### config.mk
export PLATFORM = sky130hd
export DESIGN_NAME = uob_arbiter
export DESIGN_NICKNAME = d
export VERILOG_FILES = /design/src/rtl/uob_arbiter.sv
export SDC_FILE = /design/constraint.sdc
export NUM_CORES = 1
export LEC_CHECK = 0
export BUFFER_PORTS_ARGS = -buffer_cell sky130_fd_sc_hd__buf_4
export CORE_MARGIN = 5
export CORE_UTILIZATION = 31
export DETAILED_ROUTE_END_ITERATION = 8
export PLACE_DENSITY = 0.58
export SETUP_SLACK_MARGIN = 0.05
export SYNTH_ARGS = -nofsm -noshare
export SYNTH_HDL_FRONTEND = slang
export SYNTH_SLANG_ARGS = --single-unit
export TNS_END_PERCENT = 1
### constraint.sdc
create_clock -name clk -period 4.1 [get_ports clk]
set_input_delay 0.82 -clock clk [delete_from_list [all_inputs] [get_ports clk]]
set_output_delay 0.82 -clock clk [all_outputs]
set_load 0.01 [all_outputs]
### src/rtl/uob_arbiter.sv
// rtl/uob_arbiter.sv - round-robin read scheduler muxing UOB packets onto one output bus
module uob_arbiter #(
    parameter int N_UNITS     = 8,
    parameter int OUT_WIDTH   = 8,
    parameter int OUT_N_WORDS = 24,
    parameter int UNIT_ID_MSB = 2
) (
    input  logic                           clk,
    input  logic                           rst,
    input  logic [N_UNITS-1:0]             uob_empty,
    output logic [N_UNITS-1:0]             uob_rd_en,
    input  logic [N_UNITS*OUT_WIDTH-1:0]   uob_dout,
    input  logic                           out_ready,
    output logic [OUT_WIDTH-1:0]           dout,
    output logic                           wr_en,
    output logic [UNIT_ID_MSB:0]           unit_id,
    output logic                           busy
);

    // Counter only has to reach OUT_N_WORDS-1; it is cleared on every header.
    localparam int                    CNT_W     = (OUT_N_WORDS > 1) ? $clog2(OUT_N_WORDS) : 1;
    localparam logic [CNT_W-1:0]      CNT_LAST  = CNT_W'(OUT_N_WORDS - 1);
    // One extra bit so pointer+offset can exceed N_UNITS before the modulo fold.
    localparam int                    IDX_W     = UNIT_ID_MSB + 2;
    localparam logic [IDX_W-1:0]      N_EXT     = IDX_W'(N_UNITS);
    localparam logic [UNIT_ID_MSB:0]  LAST_UNIT = (UNIT_ID_MSB + 1)'(N_UNITS - 1);

    typedef enum logic [1:0] {
        IDLE,
        WAIT_HDR,
        XFER
    } state_t;

    state_t                 state;
    state_t                 state_nxt;
    logic [UNIT_ID_MSB:0]   ptr;
    logic [UNIT_ID_MSB:0]   sel;
    logic [UNIT_ID_MSB:0]   winner;
    logic                   any_req;
    logic [CNT_W-1:0]       cnt;
    logic [OUT_WIDTH-1:0]   unit_word [N_UNITS];

    for (genvar gi = 0; gi < N_UNITS; gi++) begin : g_split
        assign unit_word[gi] = uob_dout[gi*OUT_WIDTH +: OUT_WIDTH];
    end

    // First non-empty unit at or after the priority pointer, wrapping modulo N_UNITS.
    always_comb begin
        logic [IDX_W-1:0] idx;
        idx     = '0;
        any_req = 1'b0;
        winner  = '0;
        for (int k = 0; k < N_UNITS; k++) begin
            idx = {1'b0, ptr} + IDX_W'(k);
            if (idx >= N_EXT) begin
                idx = idx - N_EXT;
            end
            if (!any_req && !uob_empty[idx[UNIT_ID_MSB:0]]) begin
                any_req = 1'b1;
                winner  = idx[UNIT_ID_MSB:0];
            end
        end
    end

    // State register.
    always_ff @(posedge clk or posedge rst) begin
        if (rst) begin
            state <= IDLE;
        end else begin
            state <= state_nxt;
        end
    end

    // Next state and the one-cycle read strobe; grants only when a whole packet fits downstream.
    always_comb begin
        state_nxt = state;
        uob_rd_en = '0;
        case (state)
            IDLE: begin
                if (out_ready && any_req) begin
                    uob_rd_en[winner] = 1'b1;
                    state_nxt         = WAIT_HDR;
                end
            end
            WAIT_HDR: begin
                state_nxt = XFER;
            end
            XFER: begin
                if (cnt == CNT_LAST) begin
                    state_nxt = IDLE;
                end
            end
            default: begin
                state_nxt = IDLE;
            end
        endcase
    end

    // Output register, word counter, selected unit and priority pointer.
    always_ff @(posedge clk or posedge rst) begin
        if (rst) begin
            dout    <= '0;
            wr_en   <= 1'b0;
            unit_id <= '0;
            busy    <= 1'b0;
            ptr     <= '0;
            sel     <= '0;
            cnt     <= '0;
        end else begin
            busy <= (state_nxt != IDLE);
            case (state)
                IDLE: begin
                    dout  <= '0;
                    wr_en <= 1'b0;
                    if (out_ready && any_req) begin
                        sel <= winner;
                    end
                end
                WAIT_HDR: begin
                    dout    <= unit_word[sel];
                    wr_en   <= 1'b1;
                    unit_id <= sel;
                    cnt     <= '0;
                end
                XFER: begin
                    dout  <= unit_word[sel];
                    wr_en <= 1'b1;
                    if (cnt == CNT_LAST) begin
                        // Served unit drops to lowest priority for the next round.
                        ptr <= (sel == LAST_UNIT) ? '0 : sel + 1'b1;
                    end else begin
                        cnt <= cnt + 1'b1;
                    end
                end
                default: begin
                    dout  <= '0;
                    wr_en <= 1'b0;
                end
            endcase
        end
    end

endmodule

# After elaboration in Yosys (flattened, before gate mapping)
# Index checks and enable logic that the tools add are counted.
totals:
  wordCells: 134
  reg_bits: 26
  out_inout_bits: 21
  input_bits: 75
op_classes:
  order_cmp: 19
  addsub: 17
  n_reduce_logical: 29
  n_mux: 55
  n_eq_ne: 5
  bitwise: 1
ops:
  columns: ["cell", "n"]
  rows:
  - ["3-bit two-way mux", 17]
  - ["8-bit two-way mux", 5]
  - ["3-bit by 4-bit < comparator with 1-bit output, second input constant", 9]
  - ["4-bit >= comparator, second input constant", 8]
  - ["1-bit binary-select mux with 3-bit select", 8]
  - ["8-bit binary-select mux with 3-bit select", 1]
  - ["3-bit by 1-bit subtractor with 3-bit output, second input constant", 8]
  - ["1-bit two-way mux", 18]
  - ["3-bit by 3-bit adder with 4-bit output, second input constant", 4]
  - ["1-bit logical NOT", 13]
  - ["5-bit one-hot mux with 2 select lines", 1]
  - ["1-bit logical AND", 9]
  - ["3-bit by 2-bit adder with 4-bit output, second input constant", 2]
  - ["2-bit one-hot mux with 3 select lines", 1]
  - ["2-bit AND reduction", 3]
  - ["5-bit by 1-bit adder with 5-bit output, second input constant", 1]
  - ["5-bit == test, second input constant", 1]
  - ["5-bit two-way mux", 1]
  - ["3-bit by 1-bit adder with 4-bit output, second input constant", 1]
  - ["3-bit by 4-bit >= comparator with 1-bit output, second input constant", 1]
  - ["2-bit two-way mux", 2]
  - ["3-bit inverter with 4-bit output", 1]
  - ["2-bit nonzero test", 2]
  - ["3-bit by 1-bit adder with 3-bit output, second input constant", 1]
  - ["8 further kinds", 8]

# Longest topological paths before layout
# Gate-level depths: netlist of the first run.
logic_depth:
  word_depth: 32
  depth_mapped: 12
  depth_no_buf: 9

# Worst setup path after synthesis of the first run
# OpenSTA, ideal clock, no wires.
synth_timing:
  path_kind: "reg-to-output"
  startpoint: "register ptr[0]"
  endpoint: "output uob_rd_en[1]"
  slack_ns: 0.470
  t_required_ns: 3.280
  arrival_ns: 2.810
  path_stages_with_launch: 13
  path_buffers: 3
  path_cell_list: "dfrtp_1 buf_6 clkbuf_8 inv_6 ha_1 buf_6 mux4_2 mux2_2 o21ai_2 a31oi_2 nor3_2 o21bai_2 nor3_1"
synth_via:
  elab_chain_len: 32
  word_cells_on_any_way: 91
  cone_classes: "add/sub (15); order compare (10); mux (44); reduce/logical (22)"
synth_lines:
  columns: ["item", "line", "rtl"]
  rows:
  - ["start: declaration", "36", "logic [UNIT_ID_MSB:0] ptr;"]
  - ["start signal: assignment", "130", "ptr <= (sel == LAST_UNIT) ? '0 : sel + 1'b1;"]
  - ["3-bit by 1-bit adder with 4-bit output", "54", "idx = {1'b0, ptr} + IDX_W'(k);"]
  - ["4-bit >= comparator / 3-bit by 1-bit subtractor with 3-bit output (equally long branches)", "55, 56", null]
  - ["3-bit two-way mux", "55", "if (idx >= N_EXT) begin"]
  - ["1-bit binary-select mux with 3-bit select", "58", "if (!any_req && !uob_empty[idx[UNIT_ID_MSB:0]]) begin"]
  - ["1-bit two-way mux (implied by the code)", "58", null]
  - ["1-bit logical NOT", "58", null]
  - ["1-bit logical AND", "58", null]
  - ["1-bit two-way mux", "58", null]
  - ["(+16 left out)", null, null]
  - ["1-bit logical AND", "58", null]
  - ["3-bit two-way mux", "58", null]
  - ["3-bit by 4-bit < comparator with 1-bit output (implied by the code) / 3-bit by 1-bit >= comparator with 1-bit output (equally long branches)", "81", "uob_rd_en[winner] = 1'b1;"]
  - ["1-bit logical AND (implied by the code)", "81", null]
  - ["1-bit two-way mux (implied by the code)", "81", null]
  - ["1-bit demux with 3-bit select", "81", null]
  - ["8-bit two-way mux *", "80", "if (out_ready && any_req) begin"]
  - ["8-bit two-way mux *", "78", "case (state)"]
  - ["end: declaration", "11", "output logic [N_UNITS-1:0] uob_rd_en,"]
# Mark *: on every way between the ends. The rest lies on a longest branch, timed or not. The select of a mux whose other input is x is not followed.

# Worst setup path in the final report of the first run
layout_timing:
  startpoint: "register ptr[0]"
  endpoint: "output uob_rd_en[0]"
# The elaborated chain is that of the path after synthesis.

==> summary.txt, run 1 <==
Place
  • Port buffer count: 95
  • Routability cong.: around 0.86
  • Worst slack at placement: 0.314 ns
  • HPWL after detailed placement: 5590 um
  • Placed cell count: 425
  • Dpl cell area: 3470 sq um

Setup path
  • Crit path required time: approximately 3.3 ns
  • Sort of element at the end of the critical path: output pin
  • CP Launch Type: register
  • Category of the most critical setup path: reg2out
  • Worst Path Arrival: a little over 3 ns
  • Maximum fanout count along the critical path: 6

Power and ir drop
  • Internal power component: a little under 900 uW
  • Clock share of power: 11.8%
  • Peak supply drop: ~0.19 mV
  • Power dissipated by switching net loads: roughly 530 uW
  • Pwr Density: 393 nW/um^2
  • Lkg Pwr: 1.55 nW
  • Relative contribution of combinational cells to total power: a little over half
  • Switching power share of the total: 37.6%
  • Share of total power in sequential cells: 34.3%

Logic synthesis
  • Net Count, Synth: between 300 and 400
  • Async set-or-reset flop fraction in the synthesized netlist: 100%
  • Gate count of the mapped netlist: about 230
  • YS warnings: 0
  • Main synth FF type: dfrtp_1
  • Unique cell type count in the Yosys netlist: 63
  • FF+latch count, synth: 26
  • Synth Area per Inst: 11.6 sq um
  • Post-synth EDFFs: 0
  • Post-synthesis sequential area ratio: 24.2%
  • Post-synthesis instance area: 2690 sq um

STA
  • Worst Tran Pin Value: 1.08 ns
  • Worst Slack Setup Final: 0.185 ns
  • Maximum clock frequency: between 0.2 and 0.3 GHz
  • Number of setup violations in the final report: 0
  • Final worst-path cycle share: 95.5%
  • Final number of max-transition violations: 0
  • Relative slew margins: roughly 28%
  • Shortest period the worst path allows: 3.92 ns
  • Setup skew after layout: approximately 0.0063 ns
  • Sum of negative setup slack: 0 ns
  • RSZ-0062 raised after global routing: yes
  • Number of hold-slack violations in the final timing report: 0

Routing
  • Routed vias/inst: 5.26
  • First-pass detailed-route iteration total: 5
  • Highest Signal Layer: met4
  • Final routed DRC violation total: 0
  • Overall routed net length: 6890 um
  • Amount of wire on met2 after detailed routing: 3220 um
  • Post-detailed-route wirelength per cell: 16.0 um
  • Remaining antenna violation count: 0
  • Met1 routed wirelength after detailed routing: approximately 3000 um
  • Count of routing violations after the opening detailed-route iteration: 93
  • Wire length on met3: 583 um
  • Vias: 2263

Final layout
  • Fin area: 3560 sq um
  • Ratio of cells with drive above 1 in the final layout: 51.9%
  • Fraction of the core area covered by cells at the end of the flow: 41.5%
  • Leading cell type in the layout, fill and taps excluded: buf_4
  • Final-stage net count: 407
  • Non-filler cells, final: 430
  • Diode insertion count for antenna repair: 0
  • Most frequent cells in the layout: buf_4 (101), mux4_2 (26), dfrtp_1 (26)
  • Area growth from synthesis to final layout: 32.7%

CTS
  • Clock transition at path regs: around 0.090 ns
  • Number of hold-repair buffers added at the cts stage: 0
  • Clock sink count: 26
  • CTS HTree Levels: 1
  • Later-pin clock latency in the skew report: 0.27 ns
  • Clock tree from TritonCTS: yes
  • Root Buffer Master: clkbuf_8
  • CTS Buf Count: 3
  • Buffers from clock root to sink, at most: 2

Floorplan
  • Die Ht: ~100 um
  • Count of pins on the block boundary: 96
  • Die ar.: 10600 sq um
  • Die X-Extent: between 100 and 150 um
  • Number of standard-cell rows in the floorplan: 34
  • Core area: 8590 sq um
  • Starting utilization of the core area: 31.2%

Run status
  • Run status: complete, no violations

Hold path
  • Classification of the worst-slack hold path: reg2reg

Job
  • # Max-Cap Violations: 0

Global routing
  • Pin count of the biggest net entering global routing: 27
  • Leftover overflow at the end of global routing: 0
  • First-pass GRT wire length: about 11000 um
  • Via count of the first global-routing pass: between 2000 and 2500
  • Total track usage: between 10% and 20%
  • Antenna violations before repair: 0
## power by group through the flow
stage	Clock, mW	Sequential, mW	Combinational (mW)
6_report	0.165	0.481	0.754
5_1_grt	0.178	0.505	0.833
4_1_cts	0.169	0.488	0.761
3_5_place_dp	0	0.491	0.762
3_3_place_gp	0	0.487	0.751
2_1_floorplan	0	0.406	0.576
## cells in the mapped netlist, types with 3 or more instances
cell type	number	area [sq um]
mux4_2	26	586
xor2_1	3	26.3
inv_1	11	41.3
and3_1	5	31.3
nor3_1	5	25.0
buf_6	4	45.0
dfrtp_1	26	651
o21ai_1	7	35.0
clkbuf_1	4	15.0
nor2_1	5	18.8
a21oi_1	8	40.0
xnor2_1	3	26.3
ha_1	9	113
mux2i_1	9	90.1
o22ai_1	4	25.0
o31ai_1	3	22.5
nor2b_1	10	62.6
mux4_1	4	105
o21ai_0	4	20.0
mux2_2	10	113
nand3_1	3	15.0
nand2_1	17	63.8
## layer usage
metal | vias up | global-route usage [%]
met1 | 1062 | 16.6
li1 | 1099 | -
met3 | 8 | 3.52
met2 | 94 | 21.5
met4 | 0 | 2.89
met5 | - | 0
## timing repair
action	CTS	global route
buffers inserted	0	1
resized for setup	0	7
endpoints found under the setup margin	0	8
## cell families (layout without fill, tap and decap cells)
group	after synthesis	in the layout	synth area share, %
AO/OA/AOI/OAI	55	55	16.7
XOR/XNOR	6	6	1.96
adder cells (fa/ha/maj)	9	9	4.19
buffers and inverters	26	117	5.68
flip-flops	26	26	24.2
multiplexers	55	55	36.5
AND/OR/NAND/NOR	54	54	10.7
## final cells by class
class	count	area (sq um)
clock buffer	4	55.1
fill	854	5030
inverter	12	50.0
multi-input combinational	179	1910
sequential	26	651
tap	108	135
timing repair buffer	101	758
## metrics by stage
step	hold WS, ns	power, mW
detailed placement	0.473	1.25
global route	0.514	1.52
floorplan	0.444	0.982
global placement	0.473	1.24
finish	0.481	1.40
CTS	0.486	1.42
## flip-flops by register name, summed over array words and instances, names as in the netlist
name and flops:
dout 8, sel 3, wr_en 1, unit_id 3, cnt 5, busy 1
state 2, ptr 3
## path summary, 6_finish.rpt
| check | slack, ns | startpoint | depth (start not counted) | end |
|---|---|---|---|---|
| setup / recovery | 0.18 | ptr[0] | 12 | uob_rd_en[0] |
| hold / removal | 0.48 | cnt[4] | 1 | cnt[4] |
| setup reg to reg | 1.32 | ptr[0] | 10 | busy |
| hold reg to reg | 0.48 | cnt[4] | 1 | cnt[4] |
| max in group asynchronous | 2.75 | rst | 2 | ptr[0] |
| min in group asynchronous | 0.76 | rst | 2 | dout[4] |
## worst max-delay path: stages, from the launching register on
cell and delay, ns:
dfrtp_1 0.42, inv_6 0.06, ha_2 0.38, buf_4 0.15, mux4_2 0.34, mux2_4 0.31
a211oi_2 0.25, o2111ai_1 0.16, a32oi_2 0.23, buf_4 0.16, nor3_4 0.04, and3_1 0.17
buf_4 0.14
(Power assumes the default switching activity.)
==> run 2, diff against run 1 <==
Settings changed: RECOVER_POWER set to 25.
==> summary.txt, run 2 (synthesis results as in run 1) <==
STA
  • Number of hold-slack violations in the final timing report: 0
  • Final worst-path cycle share: 95.5%
  • Sum of negative setup slack: 0 ns
  • Shortest period the worst path allows: a little under 4 ns
  • Number of setup violations in the final report: 0
  • Maximum clock frequency: 0.255 GHz
  • Relative slew margins: 27.7%
  • RSZ-0062 raised after global routing: yes
  • Worst Tran Pin Value: 1.08 ns
  • Setup skew after layout: 0.00633 ns
  • Final number of max-transition violations: 0

Setup path
  • Sort of element at the end of the critical path: output pin
  • Worst reg2reg path depth: 10
  • Worst reg2reg startpoint: ptr[0]
  • Category of the most critical setup path: reg2out
  • CP Launch Type: register
  • Maximum fanout count along the critical path: 6
  • Flop-to-flop setup slack: 1.32 ns
  • Worst reg2reg path endpoint: busy
  • Crit path required time: between 3 and 4 ns
  • Worst Path Arrival: 3.10 ns

Floorplan
  • Die Ht: 103 um
  • Die ar.: roughly 11000 sq um
  • Die X-Extent: just over 100 um
  • Count of pins on the block boundary: 96
  • Number of standard-cell rows in the floorplan: 34
  • Core area: 8590 sq um
  • Starting utilization of the core area: 31.2%

Job
  • # Max-Cap Violations: 0

CTS
  • CTS Buf Count: 3
  • Clock transition at path regs: 0.09 ns
  • Buffers from clock root to sink, at most: 2
  • Root Buffer Master: clkbuf_8
  • Clock sink count: 26
  • Later-pin clock latency in the skew report: ~0.27 ns
  • CTS HTree Levels: 1
  • Number of hold-repair buffers added at the cts stage: 0
  • Clock tree from TritonCTS: yes

Global routing
  • Pin count of the biggest net entering global routing: 27
  • Total track usage: between 10% and 20%
  • First-pass GRT wire length: 10900 um
  • Antenna violations before repair: 0
  • Via count of the first global-routing pass: 2339
  • Leftover overflow at the end of global routing: 0

Routing
  • Count of routing violations after the opening detailed-route iteration: 93
  • Overall routed net length: 6900 um
  • Final routed DRC violation total: 0
  • Remaining antenna violation count: 0
  • Post-detailed-route wirelength per cell: ~16 um
  • Routed vias/inst: 5.27
  • First-pass detailed-route iteration total: 4
  • Vias: 2264

Final layout
  • Register bank with the most flops: dout
  • Leading cell type in the layout, fill and taps excluded: buf_4
  • Diode insertion count for antenna repair: 0
  • Largest registers ranked by flip-flop count: dout (8), cnt (5)
  • Non-filler cells, final: 430
  • Final-stage net count: 407
  • Fill cell count: 854
  • Most frequent cells in the layout: buf_4 (100), mux4_2 (26), dfrtp_1 (26)
  • Area growth from synthesis to final layout: 32.7%
  • Ratio of cells with drive above 1 in the final layout: 51.9%
  • Flip-flop count of the largest register after layout: 8

Run status
  • Run status: complete, no violations

Hold path
  • Worst hold endpoint: cnt[4]
  • Hold wc startpoint: cnt[4]
  • Hold-critical path depth: 1
  • Classification of the worst-slack hold path: reg2reg

Place
  • Port buffer count: 95
  • Placed cell count: 425
  • HPWL after detailed placement: between 5000 and 6000 um
  • Routability cong.: 0.864

Power and ir drop
  • Peak supply drop: 0.190 mV
  • Lkg Pwr: 1.55 nW
  • Pwr Density: roughly 400 nW/um^2
run 2: what timing repair did:
item	CTS	global route
endpoints found under the setup margin	0	8
buffers inserted	0	1
resized for setup	0	7
run 2: worst max-delay path by stage:
stage / cells past startpoint / from / end / slack (ns)
finish: 12 / ptr[0] / uob_rd_en[0] / 0.18
global route: 10 / ptr[0] / uob_rd_en[0] / 0.04
CTS: 9 / ptr[0] / uob_rd_en[0] / 0.06
detailed placement: 8 / uob_empty[3] / uob_rd_en[0] / 0.31
global placement: 9 / uob_empty[4] / uob_rd_en[5] / 0.35
floorplan: 12 / ptr[0] / uob_rd_en[1] / 0.47
run 2: report_power, final:
group	total (mW)	switching [mW]	internal, mW	leakage [nW]
combinational	0.754	0.305	0.449	1.19
sequential	0.481	0.141	0.339	0.332
clock	0.165	0.0793	0.0859	0.0288
total	1.40	0.526	0.874	1.55
run 2: per-stage QoR:
stage               total power, mW  hold slack [ns]  worst slack (ns)  cell area, sq um  util (%)
finish                         1.40            0.480             0.184              3560      41.5
CTS                            1.42            0.486            0.0632              3520      41.0
global route                   1.52            0.514            0.0353              3560      41.5
floorplan                     0.982            0.444             0.470              2690         -
global placement               1.24            0.473             0.349              3470      40.4
detailed placement             1.25            0.473             0.314              3470      40.4
run 2: routing by layer:
layer	vias to the layer above	wire [um]	global-route usage (%)
met5	-	0	0
met3	8	592	3.52
met4	0	77	2.89
li1	1098	-	-
met2	96	3230	21.5
met1	1062	3000	16.6
run 2: final cells by class:
type | instances | area [sq um] | share of cell area (%)
Timing Repair Buffer | 101 | 758 | 21.3
Sequential cell | 26 | 651 | 18.3
Clock buffer | 4 | 55.1 | 1.55
Multi-Input combinational cell | 179 | 1910 | 53.7
Tap cell | 108 | 135 | 3.79
Inverter | 12 | 50.0 | 1.40
run 2: worst max-delay path, stage by stage (launching register included):
cell and delay (ns):
dfrtp_1 0.42, inv_6 0.06, ha_2 0.38, buf_4 0.15, mux4_2 0.34, mux2_4 0.31
a211oi_2 0.25, o2111ai_1 0.16, a32oi_2 0.23, buf_4 0.16, nor3_4 0.04, and3_1 0.17
buf_4 0.14
